==> src/rtl/mc_ctrl_fsm.sv <==
// Main control FSM of the multicycle MIPS CPU: sequences IF/ID/EX/MEM/WB and drives every datapath select.
// Latency: outputs are combinational from state; lw 5, R/sw/addi/ori 4, beq/j 3 cycles, plus one per memory wait.
// Backpressure: IF, MRD and MWR hold while mem_ready is low; outputs are forced to 0 while rst_n is low.
module mc_ctrl_fsm #(
    parameter bit MEM_HANDSHAKE = 1'b1
) (
    input  logic       clk,
    input  logic       rst_n,
    input  logic [5:0] opcode,
    input  logic       mem_ready,
    output logic       pc_write,
    output logic       pc_write_cond,
    output logic       i_or_d,
    output logic       mem_read,
    output logic       mem_write,
    output logic       ir_write,
    output logic       mem_to_reg,
    output logic [1:0] pc_source,
    output logic [1:0] alu_op,
    output logic       alu_src_a,
    output logic [1:0] alu_src_b,
    output logic       reg_write,
    output logic       reg_dst,
    output logic       illegal_op,
    output logic [3:0] state
);

    localparam logic [5:0] OP_R    = 6'b000000;
    localparam logic [5:0] OP_LW   = 6'b100011;
    localparam logic [5:0] OP_SW   = 6'b101011;
    localparam logic [5:0] OP_BEQ  = 6'b000100;
    localparam logic [5:0] OP_J    = 6'b000010;
    localparam logic [5:0] OP_ADDI = 6'b001000;
    localparam logic [5:0] OP_ORI  = 6'b001101;

    typedef enum logic [3:0] {
        S_IF   = 4'd0,
        S_ID   = 4'd1,
        S_MADR = 4'd2,
        S_MRD  = 4'd3,
        S_MWB  = 4'd4,
        S_MWR  = 4'd5,
        S_REXE = 4'd6,
        S_RWB  = 4'd7,
        S_BR   = 4'd8,
        S_JMP  = 4'd9,
        S_IEXE = 4'd10,
        S_IWB  = 4'd11
    } state_t;

    state_t     r_state;
    state_t     w_next;
    logic       w_rdy;
    logic       w_pc_write;
    logic       w_pc_write_cond;
    logic       w_i_or_d;
    logic       w_mem_read;
    logic       w_mem_write;
    logic       w_ir_write;
    logic       w_mem_to_reg;
    logic [1:0] w_pc_source;
    logic [1:0] w_alu_op;
    logic       w_alu_src_a;
    logic [1:0] w_alu_src_b;
    logic       w_reg_write;
    logic       w_reg_dst;
    logic       w_illegal_op;

    assign w_rdy = MEM_HANDSHAKE ? mem_ready : 1'b1;

    always_ff @(posedge clk or negedge rst_n) begin
        if (!rst_n) r_state <= S_IF;
        else        r_state <= w_next;
    end

    always_comb begin
        w_next          = S_IF;
        w_pc_write      = 1'b0;
        w_pc_write_cond = 1'b0;
        w_i_or_d        = 1'b0;
        w_mem_read      = 1'b0;
        w_mem_write     = 1'b0;
        w_ir_write      = 1'b0;
        w_mem_to_reg    = 1'b0;
        w_pc_source     = 2'b00;
        w_alu_op        = 2'b00;
        w_alu_src_a     = 1'b0;
        w_alu_src_b     = 2'b00;
        w_reg_write     = 1'b0;
        w_reg_dst       = 1'b0;
        w_illegal_op    = 1'b0;
        case (r_state)
            S_IF: begin
                w_mem_read  = 1'b1;
                w_alu_src_b = 2'b01;
                w_ir_write  = w_rdy;
                w_pc_write  = w_rdy;
                w_next      = w_rdy ? S_ID : S_IF;
            end
            S_ID: begin
                // ALUOut captures PC+4 + (imm<<2) as a speculative branch target
                w_alu_src_b = 2'b11;
                case (opcode)
                    OP_LW, OP_SW:     w_next = S_MADR;
                    OP_R:             w_next = S_REXE;
                    OP_BEQ:           w_next = S_BR;
                    OP_J:             w_next = S_JMP;
                    OP_ADDI, OP_ORI:  w_next = S_IEXE;
                    default: begin
                        w_illegal_op = 1'b1;
                        w_next       = S_IF;
                    end
                endcase
            end
            S_MADR: begin
                w_alu_src_a = 1'b1;
                w_alu_src_b = 2'b10;
                w_next      = (opcode == OP_SW) ? S_MWR : S_MRD;
            end
            S_MRD: begin
                w_mem_read = 1'b1;
                w_i_or_d   = 1'b1;
                w_next     = w_rdy ? S_MWB : S_MRD;
            end
            S_MWB: begin
                w_reg_write  = 1'b1;
                w_mem_to_reg = 1'b1;
            end
            S_MWR: begin
                w_mem_write = 1'b1;
                w_i_or_d    = 1'b1;
                w_next      = w_rdy ? S_IF : S_MWR;
            end
            S_REXE: begin
                w_alu_src_a = 1'b1;
                w_alu_op    = 2'b10;
                w_next      = S_RWB;
            end
            S_RWB: begin
                w_reg_write = 1'b1;
                w_reg_dst   = 1'b1;
            end
            S_BR: begin
                w_alu_src_a     = 1'b1;
                w_alu_op        = 2'b01;
                w_pc_write_cond = 1'b1;
                w_pc_source     = 2'b01;
            end
            S_JMP: begin
                w_pc_write  = 1'b1;
                w_pc_source = 2'b10;
            end
            S_IEXE: begin
                w_alu_src_a = 1'b1;
                if (opcode == OP_ORI) begin
                    w_alu_src_b = 2'b11;
                    w_alu_op    = 2'b11;
                end else begin
                    w_alu_src_b = 2'b10;
                end
                w_next = S_IWB;
            end
            S_IWB: begin
                w_reg_write = 1'b1;
            end
            default: w_next = S_IF;
        endcase
    end

    // Gating with rst_n kills any in-flight write the moment reset asserts
    assign pc_write      = rst_n & w_pc_write;
    assign pc_write_cond = rst_n & w_pc_write_cond;
    assign i_or_d        = rst_n & w_i_or_d;
    assign mem_read      = rst_n & w_mem_read;
    assign mem_write     = rst_n & w_mem_write;
    assign ir_write      = rst_n & w_ir_write;
    assign mem_to_reg    = rst_n & w_mem_to_reg;
    assign pc_source     = {2{rst_n}} & w_pc_source;
    assign alu_op        = {2{rst_n}} & w_alu_op;
    assign alu_src_a     = rst_n & w_alu_src_a;
    assign alu_src_b     = {2{rst_n}} & w_alu_src_b;
    assign reg_write     = rst_n & w_reg_write;
    assign reg_dst       = rst_n & w_reg_dst;
    assign illegal_op    = rst_n & w_illegal_op;
    assign state         = r_state;

endmodule

==> config.mk <==
export PLATFORM = sky130hd
export DESIGN_NAME = mc_ctrl_fsm
export DESIGN_NICKNAME = d
export VERILOG_FILES = /design/src/rtl/mc_ctrl_fsm.sv
export SDC_FILE = /design/constraint.sdc
export NUM_CORES = 1
export LEC_CHECK = 0
export BUFFER_PORTS_ARGS = -buffer_cell sky130_fd_sc_hd__buf_4
export CAP_MARGIN = 20
export CORE_MARGIN = 1.5
export CORE_UTILIZATION = 44
export CTS_CLUSTER_DIAMETER = 200
export DETAILED_ROUTE_END_ITERATION = 12
export PLACE_DENSITY_LB_ADDON = 0.3
export SLEW_MARGIN = 10
export SYNTH_ARGS = -nofsm -noshare
export SYNTH_HDL_FRONTEND = slang
export SYNTH_SLANG_ARGS = --single-unit
==> constraint.sdc <==
create_clock -name clk -period 1.5 [get_ports clk]
set_input_delay 0.15 -clock clk [delete_from_list [all_inputs] [get_ports clk]]
set_output_delay 0.15 -clock clk [all_outputs]
set_load 0.05 [all_outputs]
==> reports/results.ini, run 1 <==
[outcome]
outcome=stopped before the end
haltStage=global routing
tool.error=[ERROR DPL-0038] Utilization greater than 100%, impossible to legalize

[timing]
grt_worst_setup_endpoint=reg_write
worst-ep-kind=primary output

[synth]
synth-edff-count=0
synth-simple-area-share_pct=42.1
netlist_area_um2=594
async_flop_share_pct=100
synth_compound_area_share_pct=23.4
syn_nets=97
muxShareOfSynthArea_pct=1.68
synth_xor_area_share_pct=4.42
synthAdderAreaFrac_pct=0
syn_area_per_cell_um2=6.75
synth_cells=88
synth_seq_area_share_pct=16.8
synth_top_family_by_area=simple AND/OR/NAND/NOR gates
synthFlopType=dfrtp_1
yosysWarnings=0
ys_ff_latch=4
ys_types=36

[global_route]
grt_max_degree=12

[clock_tree]
root_buffer=clkbuf_4
clk_path_buf_depth=2
cts_num_sinks=4
cts_buffers=3
htree_levels=1

[placed_design]
gp_congestion=0.819
dp_hpwl_mm=1.72
port_buffers=29

[die]
die_h_um=39.8
rows=13
die_x_um=39.8
initial_core_util_pct=46.3
ios=30

## stage by stage
step	worst slack [ns]	cell area, µm²	std cells	hold slack (ns)	TNS [ns]
after floorplan	-0.337	812	88	-0.146	-1.92
after CTS	-0.118	1250	146	0.309	-0.630
after global placement	0.0102	1090	139	-0.0212	0
after detailed placement	-0.0219	1090	139	-0.0215	-0.0287
## cell families after synthesis
kind of cell,count (synthesis)
xor gates and xnor gates,3
AOI/OAI and AO/OA,21
DFF,4
and+or+nand+nor,46
muxes,1
buffers and inverters,13
## timing repair
item | in CTS
endpoints found under the setup margin | 17
cloned | 0
buffers inserted | 3
hold buffers | 1
resized for setup | 26
pin swaps | 4
hold endpoints to repair | 4
## Yosys cell counts, types with 2 or more instances
| library cell | number | share of area (%) |
|---|---|---|
| nor3_1 | 11 | 9.3 |
| nand2_1 | 9 | 5.7 |
| nor2_1 | 7 | 4.4 |
| a21oi_1 | 6 | 5.1 |
| inv_1 | 5 | 3.2 |
| buf_2 | 4 | 3.4 |
| dfrtp_1 | 4 | 17 |
| o21ai_1 | 4 | 3.4 |
| nand3_1 | 3 | 2.5 |
| nor2b_1 | 3 | 3.2 |
| nor4_1 | 3 | 3.2 |
| and3_1 | 2 | 2.1 |
| buf_4 | 2 | 2.5 |
| o22ai_1 | 2 | 2.1 |
| xnor2_1 | 2 | 2.9 |
==> run 2: changes to the inputs <==
Settings changed: CORE_AREA set to 2 2 63 65, CORE_MARGIN 1.5 to not set, CORE_UTILIZATION 44 to not set, CTS_CLUSTER_DIAMETER 200 to not set, DIE_AREA set to 0 0 65 67, PLACE_DENSITY_LB_ADDON 0.3 to 0.15.
==> reports/results.ini, run 2 <==
[die]
die_x_um=65  ; +64%
initial_core_util_pct=16.5  ; -30 points
core_um2=3610
ios=30  ; unchanged
die_area_um2=4360
rows=22  ; +9
die_h_um=67  ; +69%

[layout]
drive_gt1_share_pct=67.6
nets=150
final_common_cell=buf_4
nFillCells=367
antenna_cells=0
utilization_pct=39.1
final_area_um2=1410
largest_reg_flops=4
syn_to_final_growth_pct=137
mostFrequentLayoutCells=buf_4 (36), buf_6 (15), nor3_4 (7)

[drt]
vias_per_cell=4.51
drc_errors=0
drt_first_pass_iters=5
wire_per_inst_um=12.0
ant_nets=0
vias=843
drtIter0Drc=28
drt_wl_total_mm=2.24

[outcome]
outcome=complete, but fails checks
violations=setup timing

[setup_path]
crit_path_start_kind=flop
crit_fanout=4
arrival_ns=1.42
worstPathRequired_ns=1.35
crit_type=reg -> out
cp-end-kind=output pin

[synth]
async_flop_share_pct=100  ; unchanged
syn_area_per_cell_um2=6.75  ; unchanged
ys_types=36  ; unchanged
synth_top_area_share_pct=16.8  ; unchanged
yosysMostFrequentCell=nor3_1
synth_seq_area_share_pct=16.8  ; unchanged
syn_nets=97  ; unchanged
yosysTopAreaCell=dfrtp_1
synthFlopType=dfrtp_1
synth-edff-count=0  ; unchanged
synth_cells=88  ; unchanged
yosys-top-cells-area=dfrtp_1 (17%), nor3_1 (9.3%), nand2_1 (5.7%)
synth_common_cells=nor3_1 (11), nand2_1 (9), nor2_1 (7)
yosysWarnings=0  ; unchanged
netlist_area_um2=594  ; unchanged
ys_ff_latch=4  ; unchanged

[global_route]
track_usage_pct=11.2
grt_max_degree=9
grt_pass1_vias=840
grt_overflow=0
antenna_found_initial=0
grt_pass1_wl_mm=3.82

[min_path]
hp-class=in -> reg

[power_and_ir_drop]
p_sw_share_pct=52.3
power_density_nw_per_um2=1810
p_int_mw=1.22
pwr-share-comb_pct=81.4
pwr-share-clk_pct=8.6
power_frac_seq_pct=10.0
power_leakage_nw=0.581
switching_power_mw=1.34
power_mw=2.56
vdd_drop_max_mv=0.487

[timing]
relSlewSlack_pct=74.6
final_hold_viol_count=0
tightest_slew_ns=0.378
fmax_mhz=636
hold_slack_ns=0.330
finalCritPeriodShare_pct=105
final_max_slew_viol_count=0
fin_crit_ns=1.57
worst_slack_ns=-0.0725
skew_ns=0.00370
rsz0062_at_grt=true
setup_viol=7

[placed_design]
port_buffers=29  ; unchanged
dp_hpwl_mm=1.77  ; +2.9%
gp_congestion=0.821  ; +0.18%
post_dp_cell_area_um2=1150  ; +5.9%

[clock_tree]
cts_num_sinks=4  ; unchanged
cts_tree=done
clk_path_buf_depth=2  ; unchanged
cts_buffers=3  ; unchanged
clock_latency_ns=0.21
root_buffer=clkbuf_8
htree_levels=1  ; unchanged
cts.clk_slew.worst_paths_ns=0.03

[run]
cap_violations=0

==> run 2: final timing paths <==
kind | from | end | slack [ns] | cells after the start
setup / recovery | state[3] | reg_write | -0.07 | 5
setup reg to reg | state[2] | state[1] | 0.03 | 6
hold / removal | opcode[5] | state[3] | 0.33 | 4
hold reg to reg | state[2] | state[3] | 0.73 | 2
max in group asynchronous | rst_n | state[2] | 0.90 | 2
min in group asynchronous | rst_n | state[1] | 0.40 | 2
==> run 2: cell type report <==
cell class                      count  area, µm²  area share (%)
Timing Repair Buffer               55        494            35.0
Multi-Input combinational cell     71        683            48.4
Inverter                            6       27.5            1.95
Sequential cell                     4        105            7.45
Tap cell                           48       60.1            4.26
Clock buffer                        3       41.3            2.93
==> run 2: routing by layer <==
| metal | GRT usage (%) | vias to the layer above | share of wire, % |
|---|---|---|---|
| met5 | 0 | - | 0 |
| li1 | - | 429 | - |
| met1 | 13.8 | 392 | 45 |
| met2 | 20.1 | 22 | 51 |
| met4 | 1.60 | 0 | 0 |
| met3 | 2.53 | 0 | 3.8 |
==> run 2: critical path, cell delays in order, from the launching register on <==
cell     delay, ns
dfrtp_2       0.44
inv_2         0.09
nand2_4       0.06
o32a_1        0.38
nor2_4        0.09
buf_6         0.16
==> run 2: cell families (layout without fill, tap and decap cells) <==
kind of cell	count (synthesis)	after routing	share of synthesized area (%)
and+or+nand+nor	46	46	42.1
muxes	1	1	1.68
buffers and inverters	13	64	11.6
DFF	4	4	16.8
AOI/OAI and AO/OA	21	21	23.4
xor gates and xnor gates	3	3	4.42
==> run 2: power groups by stage <==
| stage | Clock (mW) | Combinational, mW | Sequential [mW] |
|---|---|---|---|
| after floorplan | 0 | 1.18 | 0.360 |
| after detailed placement | 0 | 1.77 | 0.237 |
| after global routing | 0.241 | 2.21 | 0.263 |
| final | 0.220 | 2.08 | 0.255 |
| after CTS | 0.228 | 1.95 | 0.251 |
| after global placement | 0 | 1.78 | 0.239 |
==> run 2: repair_timing <==
action	CTS	global route
buffers inserted	4	4
pin swaps	5	5
gates resized for setup	23	12
hold buffers	1	0
hold endpoints to repair	4	0
setup endpoints to repair	14	19
==> run 2: metrics by stage <==
stage	cells	setup slack (ns)	TNS [ns]
6_report	187	-0.0725	-0.330
5_1_grt	187	-0.129	-0.985
4_1_cts	183	-0.0924	-0.370
3_5_place_dp	175	-0.0585	-0.0635
3_3_place_gp	175	-0.0560	-0.0567
2_1_floorplan	88	-0.337	-1.92
Power figures use the tool's default switching activity.
